$ cat config.mk
export PLATFORM = sky130hd
export DESIGN_NAME = ps2_rx_fifo
export DESIGN_NICKNAME = d
export VERILOG_FILES = /design/src/rtl/ps2_rx_fifo.sv
export SDC_FILE = /design/constraint.sdc
export NUM_CORES = 1
export LEC_CHECK = 0
export BUFFER_PORTS_ARGS = -buffer_cell sky130_fd_sc_hd__buf_2
export CAP_MARGIN = 20
export CORE_MARGIN = 2
export CORE_UTILIZATION = 40
export CTS_CLUSTER_SIZE = 30
export DETAILED_ROUTE_END_ITERATION = 6
export PLACE_DENSITY = 0.69
export RECOVER_POWER = 25
export SYNTH_ARGS = -nofsm -noshare
export SYNTH_HDL_FRONTEND = slang
export SYNTH_SLANG_ARGS = --single-unit
export TNS_END_PERCENT = 10
$ cat constraint.sdc
create_clock -name clk -period 1.9 [get_ports clk]
set_input_delay 0.19 -clock clk [delete_from_list [all_inputs] [get_ports clk]]
set_output_delay 0.19 -clock clk [all_outputs]
set_load 0.02 [all_outputs]
$ cat src/rtl/ps2_rx_fifo.sv
// ps2_rx_fifo: PS/2 device-to-host receiver with an output FIFO.
//   Synchronises and filters the raw PS/2 lines, detects falling edges of
//   the filtered clock, deframes start / DATA_WIDTH data (LSB first) /
//   odd parity / stop, and pushes good payloads into a first-word
//   fall-through FIFO.
// Ports:
//   clk, reset        system clock, synchronous active-high reset
//   ps2_clk, ps2_data raw asynchronous PS/2 lines
//   data_out, valid   FIFO head and non-empty flag
//   ready             consumer pops the head when valid & ready
//   count             FIFO occupancy
//   err_parity/frame/timeout/overflow  single-cycle error pulses
//
// state  | meaning
// IDLE   | waiting for a start bit (sampled 0)
// DATA   | shifting payload bits, LSB first
// PARITY | capturing the parity bit
// STOP   | checking the stop bit, then push or flag an error
module ps2_rx_fifo #(
    parameter int DATA_WIDTH     = 8,
    parameter int FIFO_DEPTH     = 4,
    parameter int FILTER_LEN     = 4,
    parameter int TIMEOUT_CYCLES = 50000
) (
    input  logic                          clk,
    input  logic                          reset,
    input  logic                          ps2_clk,
    input  logic                          ps2_data,
    output logic [DATA_WIDTH-1:0]         data_out,
    output logic                          valid,
    input  logic                          ready,
    output logic [$clog2(FIFO_DEPTH):0]   count,
    output logic                          err_parity,
    output logic                          err_frame,
    output logic                          err_timeout,
    output logic                          err_overflow
);
    localparam int PW  = $clog2(FIFO_DEPTH);
    localparam int CW  = PW + 1;
    localparam int FCW = $clog2(FILTER_LEN + 1);
    localparam int TW  = $clog2(TIMEOUT_CYCLES + 1);
    localparam int IW  = (DATA_WIDTH > 1) ? $clog2(DATA_WIDTH) : 1;

    typedef enum logic [1:0] {IDLE, DATA, PARITY, STOP} state_t;

    // ---------------- input conditioning ----------------
    logic           clk_s1_q, clk_s2_q, dat_s1_q, dat_s2_q;
    logic           filt_q, filt_d;
    logic [FCW-1:0] filt_cnt_q, filt_cnt_d;
    logic           fall_q;

    // Count consecutive samples that disagree with the filtered level;
    // any agreeing sample restarts the count, so short glitches vanish.
    always_comb begin
        filt_d     = filt_q;
        filt_cnt_d = '0;
        if (clk_s2_q != filt_q) begin
            if (filt_cnt_q == FCW'(FILTER_LEN - 1))
                filt_d = clk_s2_q;
            else
                filt_cnt_d = filt_cnt_q + 1'b1;
        end
    end

    always_ff @(posedge clk) begin
        if (reset) begin
            clk_s1_q   <= 1'b1;
            clk_s2_q   <= 1'b1;
            dat_s1_q   <= 1'b1;
            dat_s2_q   <= 1'b1;
            filt_q     <= 1'b1;
            filt_cnt_q <= '0;
            fall_q     <= 1'b0;
        end else begin
            clk_s1_q   <= ps2_clk;
            clk_s2_q   <= clk_s1_q;
            dat_s1_q   <= ps2_data;
            dat_s2_q   <= dat_s1_q;
            filt_q     <= filt_d;
            filt_cnt_q <= filt_cnt_d;
            fall_q     <= filt_q & ~filt_d;
        end
    end

    // ---------------- deframing FSM + watchdog ----------------
    state_t                state_q;
    logic [IW-1:0]         idx_q;
    logic [DATA_WIDTH-1:0] shift_q;
    logic                  par_q;
    logic [TW-1:0]         wd_q;
    logic                  push_q;
    logic                  err_parity_q, err_frame_q, err_timeout_q;

    always_ff @(posedge clk) begin
        if (reset) begin
            state_q       <= IDLE;
            idx_q         <= '0;
            shift_q       <= '0;
            par_q         <= 1'b0;
            wd_q          <= '0;
            push_q        <= 1'b0;
            err_parity_q  <= 1'b0;
            err_frame_q   <= 1'b0;
            err_timeout_q <= 1'b0;
        end else begin
            push_q        <= 1'b0;
            err_parity_q  <= 1'b0;
            err_frame_q   <= 1'b0;
            err_timeout_q <= 1'b0;
            if (fall_q) begin
                wd_q <= '0;
                case (state_q)
                    IDLE: begin
                        if (!dat_s2_q) begin
                            state_q <= DATA;
                            idx_q   <= '0;
                        end
                    end
                    DATA: begin
                        shift_q[idx_q] <= dat_s2_q;
                        if (idx_q == IW'(DATA_WIDTH - 1))
                            state_q <= PARITY;
                        else
                            idx_q <= idx_q + 1'b1;
                    end
                    PARITY: begin
                        par_q   <= dat_s2_q;
                        state_q <= STOP;
                    end
                    STOP: begin
                        state_q <= IDLE;
                        // A bad stop bit masks a parity error.
                        if (!dat_s2_q)
                            err_frame_q <= 1'b1;
                        else if (^{shift_q, par_q})
                            push_q <= 1'b1;
                        else
                            err_parity_q <= 1'b1;
                    end
                    default: state_q <= IDLE;
                endcase
            end else if (state_q == IDLE) begin
                wd_q <= '0;
            end else if (wd_q == TW'(TIMEOUT_CYCLES - 1)) begin
                state_q       <= IDLE;
                wd_q          <= '0;
                err_timeout_q <= 1'b1;
            end else begin
                wd_q <= wd_q + 1'b1;
            end
        end
    end

    // ---------------- FIFO ----------------
    logic [DATA_WIDTH-1:0] mem_q [FIFO_DEPTH];
    logic [PW-1:0]         wr_ptr_q, rd_ptr_q;
    logic [CW-1:0]         count_q;
    logic                  full, pop, push_ok;

    assign full    = (count_q == CW'(FIFO_DEPTH));
    assign pop     = valid & ready;
    // When full, a simultaneous pop frees the slot this push needs.
    assign push_ok = push_q & (~full | pop);

    always_ff @(posedge clk) begin
        if (reset) begin
            wr_ptr_q <= '0;
            rd_ptr_q <= '0;
            count_q  <= '0;
        end else begin
            if (push_ok) wr_ptr_q <= wr_ptr_q + 1'b1;
            if (pop)     rd_ptr_q <= rd_ptr_q + 1'b1;
            case ({push_ok, pop})
                2'b10:   count_q <= count_q + 1'b1;
                2'b01:   count_q <= count_q - 1'b1;
                default: count_q <= count_q;
            endcase
        end
    end

    always_ff @(posedge clk) begin
        if (push_ok) mem_q[wr_ptr_q] <= shift_q;
    end

    assign valid        = (count_q != '0);
    assign data_out     = valid ? mem_q[rd_ptr_q] : '0;
    assign count        = count_q;
    assign err_parity   = err_parity_q;
    assign err_frame    = err_frame_q;
    assign err_timeout  = err_timeout_q;
    assign err_overflow = push_q & full & ~pop;

endmodule

### Word-level counts from Yosys, hierarchy flattened

Memory sizes are Yosys's and may differ from the RTL's. A register that Yosys moved wholly into a read port is not among the register bits.
Cells that the tools add are included.

* output and inout port bits: 16
* flip-flop bits (word level): 50
* RAM bits: 32
* word-level logic and storage cells: 96
* memories: 1

* bitwise logic cells: 13
* mux-type cells: 24
* equality and inequality tests: 14
* add/sub/neg operators: 7
* magnitude comparators: 2
* reduce and logical (&&, ||, !) cells: 16

Memories
* mem_q: depth 4, bits a word 8, read ports 1, clocked after memory_dff 1, write ports 1, line 155 `logic [DATA_WIDTH-1:0] mem_q [FIFO_DEPTH];`

Operators by type and width (number)
* $add 16x1->16 const B: 1
* $eq 16x16->1 const B: 1
* $mux 2: 7
* $pmux 3 s2: 2
* $add 3x1->3 const B: 3
* $mux 1: 9
* $reduce_or 3->1: 3
* $reduce_xor 9->1: 1
* $bwmux 8: 1
* $mux 8: 1
* $pmux 2 s4: 1
* $reduce_and 4->1: 2
* $reduce_or 4->1: 2
* $not 1->1: 7
* $eq 2x2->1 const B: 3
* $eq 3x3->1 const B: 2
* $mux 3: 2
* $ne 2x2->1 const B: 3
* $reduce_bool 2->1: 3
* $and 1x1->1: 5
* $add 2x1->2 const B: 2
* $eq 2x1->1 const B: 2
* $lt 3x4->1 const B: 1
* $reduce_and 2->1: 2
* other kinds (10): 10

### Logic depth before layout (Yosys ltp)

Gate-level depths: netlist of run 1.

* depth in word-level cells: 6
* mapped depth: 10

### Least setup slack after synthesis of run 1

No wires, ideal clock.

* path type: reg-to-reg
* start point: register count_q[2], in the netlist count[2]
* end point: register count_q[2], in the netlist count[2]
* required time: 1830 ps
* path slack: -351 ps
* data arrival time: 2181 ps
* setup time: 70 ps
* clock period less this slack: 2251 ps
* cell stages (with the launch flop): 11
* cell sequence: dfxtp_1 nor4b_1 nor2b_1 clkbuf_1 inv_1 ha_1 inv_1 fa_1 xor2_1 or3_1 a21oi_1

* longest elaborated chain between the ends: 6
* elaborated cells between the ends (all ways): 12
* those cells by class: add/sub: 2; eq/ne: 3; mux: 1; bitwise: 4; reduce/logical: 2

Ends and longest elaborated chain
* start, declared: line 157 `logic [CW-1:0] count_q;`
* start signal, assigned: line 174 `2'b10: count_q <= count_q + 1'b1;`
* start signal, assigned: line 175 `2'b01: count_q <= count_q - 1'b1;`
* start signal, assigned: line 176 `default: count_q <= count_q;`
* $reduce_bool 3->1 or $eq 3x3->1 (tied branches): line 185, 160
* $and 1x1->1 or $not 1->1 (tied branches): line 161, 163
* $or 1x1->1: line 163 `assign push_ok = push_q & (~full | pop);`
* $and 1x1->1: line 163
* $eq 2x1->1 or $eq 2x2->1 (tied branches): line 173 `case ({push_ok, pop})`
* $pmux 3 s2 or $reduce_bool 2->1 (tied branches)

Several ways; a longest one is shown, not always the timed one.
A chain may end at the register's enable or synchronous reset.

### Final worst setup path of run 1

* start point: register count_q[1], in the netlist count[1]
* end point: register count_q[2], in the netlist count[2]

The elaborated chain is that of the path after synthesis.

==> reports/qor.yml, run 1 <==
worstSetupStartpointType: "flop"
multi_input_area_um2: 1515
setup_viol: 1
fin_ws_ns: -0.07561
grt-ovfl-total: 0
clockRootBuffer: "clkbuf_8"
diodes: 0
final_cell_mix: "48 x dfxtp_1, 39 x nor2_1, 32 x edfxtp_1"
cp-end-kind: "flop"
postCtsHoldBufs: 0
rsz0062_at_grt: "true"
max_stage_delay_ns: 0.36
drc: 0
cp_cell_sequence: "nor4b_4 -> nor2b_1 -> inv_1 -> ha_4 -> inv_2 -> fa_2 -> xor2_1 -> or3_1 -> a21oi_1"
ys_warn_count: 0
synth_top_family_by_area: "simple AND/OR/NAND/NOR gates"
yosys.area.top_type_share_pct: 29.07
dp_hpwl_um: 3967
first_iter_violations: 82
whs_ns: 0.02003
drtPass1Iterations: 4
relSlewSlack_pct: 63.26
die_h_um: 98.62
syn_to_final_growth_pct: 14.71
clkLatencyLatePin_ns: 0.35
ys_seq_elements: 84
synth.distinct_cells: 39
grt_max_degree: 31
r2r_slack_ns: -0.08
synth_top_cell_by_area: "dfxtp_1"
final_core_util_pct: 47.10
wl_um: 5848
mostFrequentLayoutCell: "dfxtp_1"
synthXorXnorAreaFrac_pct: 6.744
crit_type: "reg -> reg"
dpl_cell_area_um2: 3865
path_max_fanout: 4
grt_pass1_wl_um: 9839
initial_core_util_pct: 41.06
clock_path_buffers: 2
fin_area_um2: 4108
peakVddDrop_v: 0.0003974
hold_viol_final: 0
fin_crit_sh_pct: 104.0
arrival_ns: 2.25
synth_fp_nets: 332
fp.dieW_um: 98.62
vias: 2246
cp_slowest_cell: "dfxtp_4"
numCtsBuffers: 9
row_count: 34
fin_crit_ns: 1.976
synth_area_leaders: "dfxtp_1 29%, edfxtp_1 27%, mux4_2 5.0%"
tightest_slew_ns: 0.5511
fillCellCount: 801
synth_compound_area_share_pct: 3.878
cts_tree: "yes"
drv_cap: 0
place_ws_ns: -0.1110
core_area_um2: 8721
ant_nets: 0
status: "finished, violations left"
synthMuxAreaShare_pct: 6.709
skew_ns: 0.009902
min-delay-path-class: "in -> reg"
gp_congestion: 0.8167
regArea_um2: 2009
seq_area_frac_synth_pct: 55.90
fmax_ghz: 0.5062
synth_fa_ha_area_share_pct: 5.451
avgSynthCellArea_um2: 11.48
wl_per_cell_um: 12.82
drv_slew: 0
dp.cells: 439
cts_htree_levels: 3
place.port_buffers: 20
required_ns: 2.17
viasPerCell: 4.925
power_density_nw_per_um2: 764.4
violations: "negative setup slack"
grt.total_usage_pct: 12.79
die-area_um2: 9725
antenna_found_initial: 0
clk_pin_slew_ns: 0.08
ioPinCount: 21
clkSinkCount: 84
power_leakage_nw: 1.494
syn_inst: 312
grt_pass1_vias: 2183
synth_area_um2: 3581
synth-simple-area-share_pct: 18.62
drive_gt1_share_pct: 21.26
nets: 363
fin_cells: 456
cells in the mapped netlist:
library cell,count
clkbuf_1,9
xnor2_1,13
o211ai_1,1
or2_2,4
nor3_1,4
nand4_2,1
or4_1,1
ha_1,14
mux2i_1,6
nor4_1,1
dfxtp_1,52
nand3_4,1
and4bb_2,1
or3_1,3
and2_1,18
fa_1,1
a21oi_1,11
mux4_2,8
xor2_1,12
o21ai_0,8
o2111ai_1,1
and4_4,2
xnor3_1,1
nand3_1,8
nand2_1,17
edfxtp_1,32
nor2b_1,4
and3_1,2
nand2_2,1
nor2_1,39
nor4bb_1,2
buf_2,2
a31oi_1,2
nand3b_1,2
nor4b_1,3
inv_1,14
nand4_1,7
o31ai_1,2
nand2b_1,2
final cells by class:
cell class | count | area share (%)
inverter | 14 | 1.279
sequential | 84 | 48.92
clock buffer | 9 | 3.016
timing repair buffer | 31 | 4.752
clock inverter | 7 | 1.858
tap | 108 | 3.290
multi-input combinational | 203 | 36.89
through the flow:
stage               setup TNS, ns  power (W)
detailed placement        -0.1110   0.001932
global route              -0.1920   0.003266
floorplan                 -0.1504   0.001920
CTS                      -0.08130   0.003189
global placement         -0.03367   0.001930
finish                   -0.07561   0.003140
where the power goes:
group / switching, W / internal [W] / leakage, nW
Combinational: 0.0000191 / 0.0000105 / 0.679
Sequential: 0.00000473 / 0.00186 / 0.718
Clock: 0.000637 / 0.000613 / 0.0958
routing by layer:
layer  vias up  routed length, µm  GRT usage, %
li1       1144                  -             -
met1      1054               2593         14.68
met2        38               2944         22.24
met3        10                209         3.830
met4         0                 99         5.374
met5         -                  0             0
final timing paths:
path / start / endpoint / cells past startpoint
min reg2reg: dat_s1_q / dat_s2_q / 1
max reg2reg: count[1] / count[2] / 9
min: ps2_data / dat_s1_q / 2
max: count[1] / count[2] / 9
state kept, by name (all words and copies together), names as in the netlist, 2 cells and up, named ones only:
register    cells
count           3
filt_cnt_q      3
idx_q           3
mem_q          32
rd_ptr_q        2
shift_q         8
state_q         2
wd_q           16
wr_ptr_q        2
critical path: cells and delay by family, from the launching register on:
| kind | cells | cell delay, ns |
|---|---|---|
| adders and majority gates | 2 | 0.47 |
| AOI/OAI and AO/OA | 1 | 0.11 |
| and+or+nand+nor | 3 | 0.67 |
| DFF | 1 | 0.36 |
| xor gates and xnor gates | 1 | 0.16 |
| buffers and inverters | 2 | 0.13 |
cell families after synthesis:
logic type                 after synthesis
buffers and inverters                   25
AOI/OAI and AO/OA                       25
muxes                                   14
adders and majority gates               15
and+or+nand+nor                        123
xor gates and xnor gates                26
DFF                                     84
repair_timing:
| item | CTS | global route |
|---|---|---|
| endpoints found under the setup margin | 9 | 9 |
| setup buffers | 1 | 0 |
| gates resized for setup | 4 | 5 |
Power figures use the tool's default switching activity.
==> run 2: changes to the inputs <==
Settings changed: HOLD_SLACK_MARGIN set to 0.1.
==> run 2 against run 1 <==
The flow still finishes with violations (negative setup slack). Sequential power about the same. Die area unchanged. Non-clock buffer count up 2. Hold slack better by 0.29 ns. Global-route usage about the same. Utilization up 0.23 points. Via count up 0.53%. Worst setup slack about the same. Critical endpoint unchanged.
==> reports/qor.yml, run 2 (synthesis gave the netlist of run 1 again) <==
ioPinCount: 21  # unchanged
cts_tree: "yes"
setup_viol: 1  # unchanged
initial_core_util_pct: 41.06  # unchanged
switchingPower_w: 0.0006585  # -0.37%
place.port_buffers: 20  # unchanged
fin_crit_sh_pct: 104.0  # about the same
violations: "negative setup slack"
required_ns: 2.17  # about the same
arrival_ns: 2.25  # about the same
dpl_cell_area_um2: 3865  # unchanged
tightest_slew_ns: 0.5500  # -0.001132 ns
first_iter_violations: 80  # -2.4%
mostFrequentLayoutCell: "dfxtp_1"
skew_ns: 0.009418  # -0.0004841 ns
power_density_nw_per_um2: 760.7  # -0.48%
cts_htree_levels: 3  # unchanged
fin_setup_tns_ns: -0.07515  # +0.0004559 ns
fin_cells: 458  # +0.44%
r2r_slack_ns: -0.08  # about the same
grt.total_usage_pct: 12.77  # -0.017 points
drive_gt1_share_pct: 21.14  # -0.12 points
largest_register_ffs: 32  # unchanged
die_h_um: 98.62  # unchanged
cp-end-kind: "flop"
dp.cells: 439  # unchanged
final_cell_mix: "48 x dfxtp_1, 39 x nor2_1, 32 x edfxtp_1"
min-delay-path-class: "in -> reg"
internal_power_w: 0.002482  # +0.11%
worstRegToRegCells: 9  # unchanged
grt-ovfl-total: 0  # unchanged
relSlewSlack_pct: 63.34  # +0.075 points
wl_per_cell_um: 12.76  # -0.50%
clockRootBuffer: "clkbuf_8"
hold_viol_final: 0  # unchanged
p_seq_share_pct: 59.2  # about the same
numCtsBuffers: 9  # unchanged
power_leakage_nw: 1.502  # +0.56%
worstHoldStart: "reset"
fin_ws_ns: -0.07515  # +0.0004559 ns
r2r-start: "count[1]"
antenna_found_initial: 0  # unchanged
drv_slew: 0  # unchanged
wl_um: 5844  # about the same
grt_pass1_wl_um: 9825  # -0.14%
fin_crit_ns: 1.975  # -0.0004559 ns
grt_pass1_vias: 2176  # -0.32%
peakVddDrop_v: 0.0003975  # about the same
drtPass1Iterations: 4  # unchanged
clkLatencyLatePin_ns: 0.35  # about the same
syn_to_final_growth_pct: 15.27
die-area_um2: 9725  # unchanged
whs_path_depth: 2  # unchanged
path_max_fanout: 4  # unchanged
clk_pin_slew_ns: 0.08  # about the same
status: "finished, violations left"
ant_nets: 0  # unchanged
crit_type: "reg -> reg"
top_regs: "mem_q: 32 flops, wd_q: 16 flops, shift_q: 8 flops"
drc: 0  # unchanged
rsz0062_at_grt: "true"
pwr-share-clk_pct: 39.7  # about the same
worstSetupStartpointType: "flop"
core_area_um2: 8721  # unchanged
fmax_ghz: 0.5063  # about the same
clock_path_buffers: 2  # unchanged
combPwrFrac_pct: 1.0  # about the same
hold_path_end: "idx_q[2]"
final_core_util_pct: 47.33  # +0.23 points
top_register: "mem_q"
nets: 365  # +0.55%
dp_hpwl_um: 3967  # unchanged
drv_cap: 0  # unchanged
fp.dieW_um: 98.62  # unchanged
diodes: 0  # unchanged
clkSinkCount: 84  # unchanged
fin_area_um2: 4128  # +0.49%
grt_max_degree: 31  # unchanged
swShare_pct: 20.97  # -0.080 points
gp_congestion: 0.8167  # unchanged
row_count: 34  # unchanged
vias: 2258  # +0.53%
power_w: 0.003140  # about the same
reg2reg_to: "count[2]"
viasPerCell: 4.930  # about the same
-- run 2: worst max-delay path, cell delays in order (launching register included) --
cell and delay (ns):
dfxtp_4 0.36, nor4b_4 0.27, nor2b_1 0.09, inv_1 0.10, ha_4 0.14, inv_2 0.03, fa_2 0.33, xor2_1 0.16
or3_1 0.30, a21oi_1 0.11
-- run 2: metal layers --
layer	GRT usage (%)	share of wire, %	up-vias
li1	-	-	1149
met1	14.72	44	1059
met2	22.14	50	40
met3	3.830	3.6	10
met4	5.374	1.7	0
met5	0	0	-
-- run 2: power groups by stage --
stage               registers [W]  logic (W)  clock network (W)
floorplan                 0.00190  0.0000207                  0
global placement          0.00190  0.0000285                  0
detailed placement        0.00190  0.0000293                  0
CTS                       0.00186  0.0000329            0.00130
global route              0.00186  0.0000368            0.00137
finish                    0.00186  0.0000327            0.00125
-- run 2: cell type report --
type | count | area (µm²)
repair buffers | 33 | 215.2
clock inverters | 7 | 76.32
inverters | 14 | 52.55
clock buffers | 9 | 123.9
multi-input cells | 203 | 1515
flip-flops and latches | 84 | 2009
well taps | 108 | 135.1
fillers | 798 | 4593
-- run 2: per-stage QoR --
| stage | setup slack, ns | hold WS [ns] |
|---|---|---|
| after floorplan | -0.1432 | 0.2938 |
| after global placement | -0.03367 | 0.3733 |
| after CTS | -0.08130 | 0.2996 |
| after global routing | -0.1605 | 0.3287 |
| after detailed placement | -0.1110 | 0.3770 |
| final | -0.07515 | 0.3111 |
-- run 2: timing repair --
item                                    4_1_cts  5_1_grt
endpoints found under the setup margin        9        9
gates resized for setup                       4        5
setup buffers                                 1        0
endpoints found under the hold margin         2        0
hold buffers                                  2        0
-- run 2: worst max path at each step --
stage                   from  endpoint  slack, ns  cells past startpoint
finish              count[1]  count[2]      -0.08                      9
floorplan           count[1]  count[2]      -0.14                     10
CTS                 count[1]  count[2]      -0.08                      9
global route        count[1]  count[2]      -0.16                      9
global placement    count[1]  count[2]      -0.03                      9
detailed placement  count[1]  count[2]      -0.11                      9
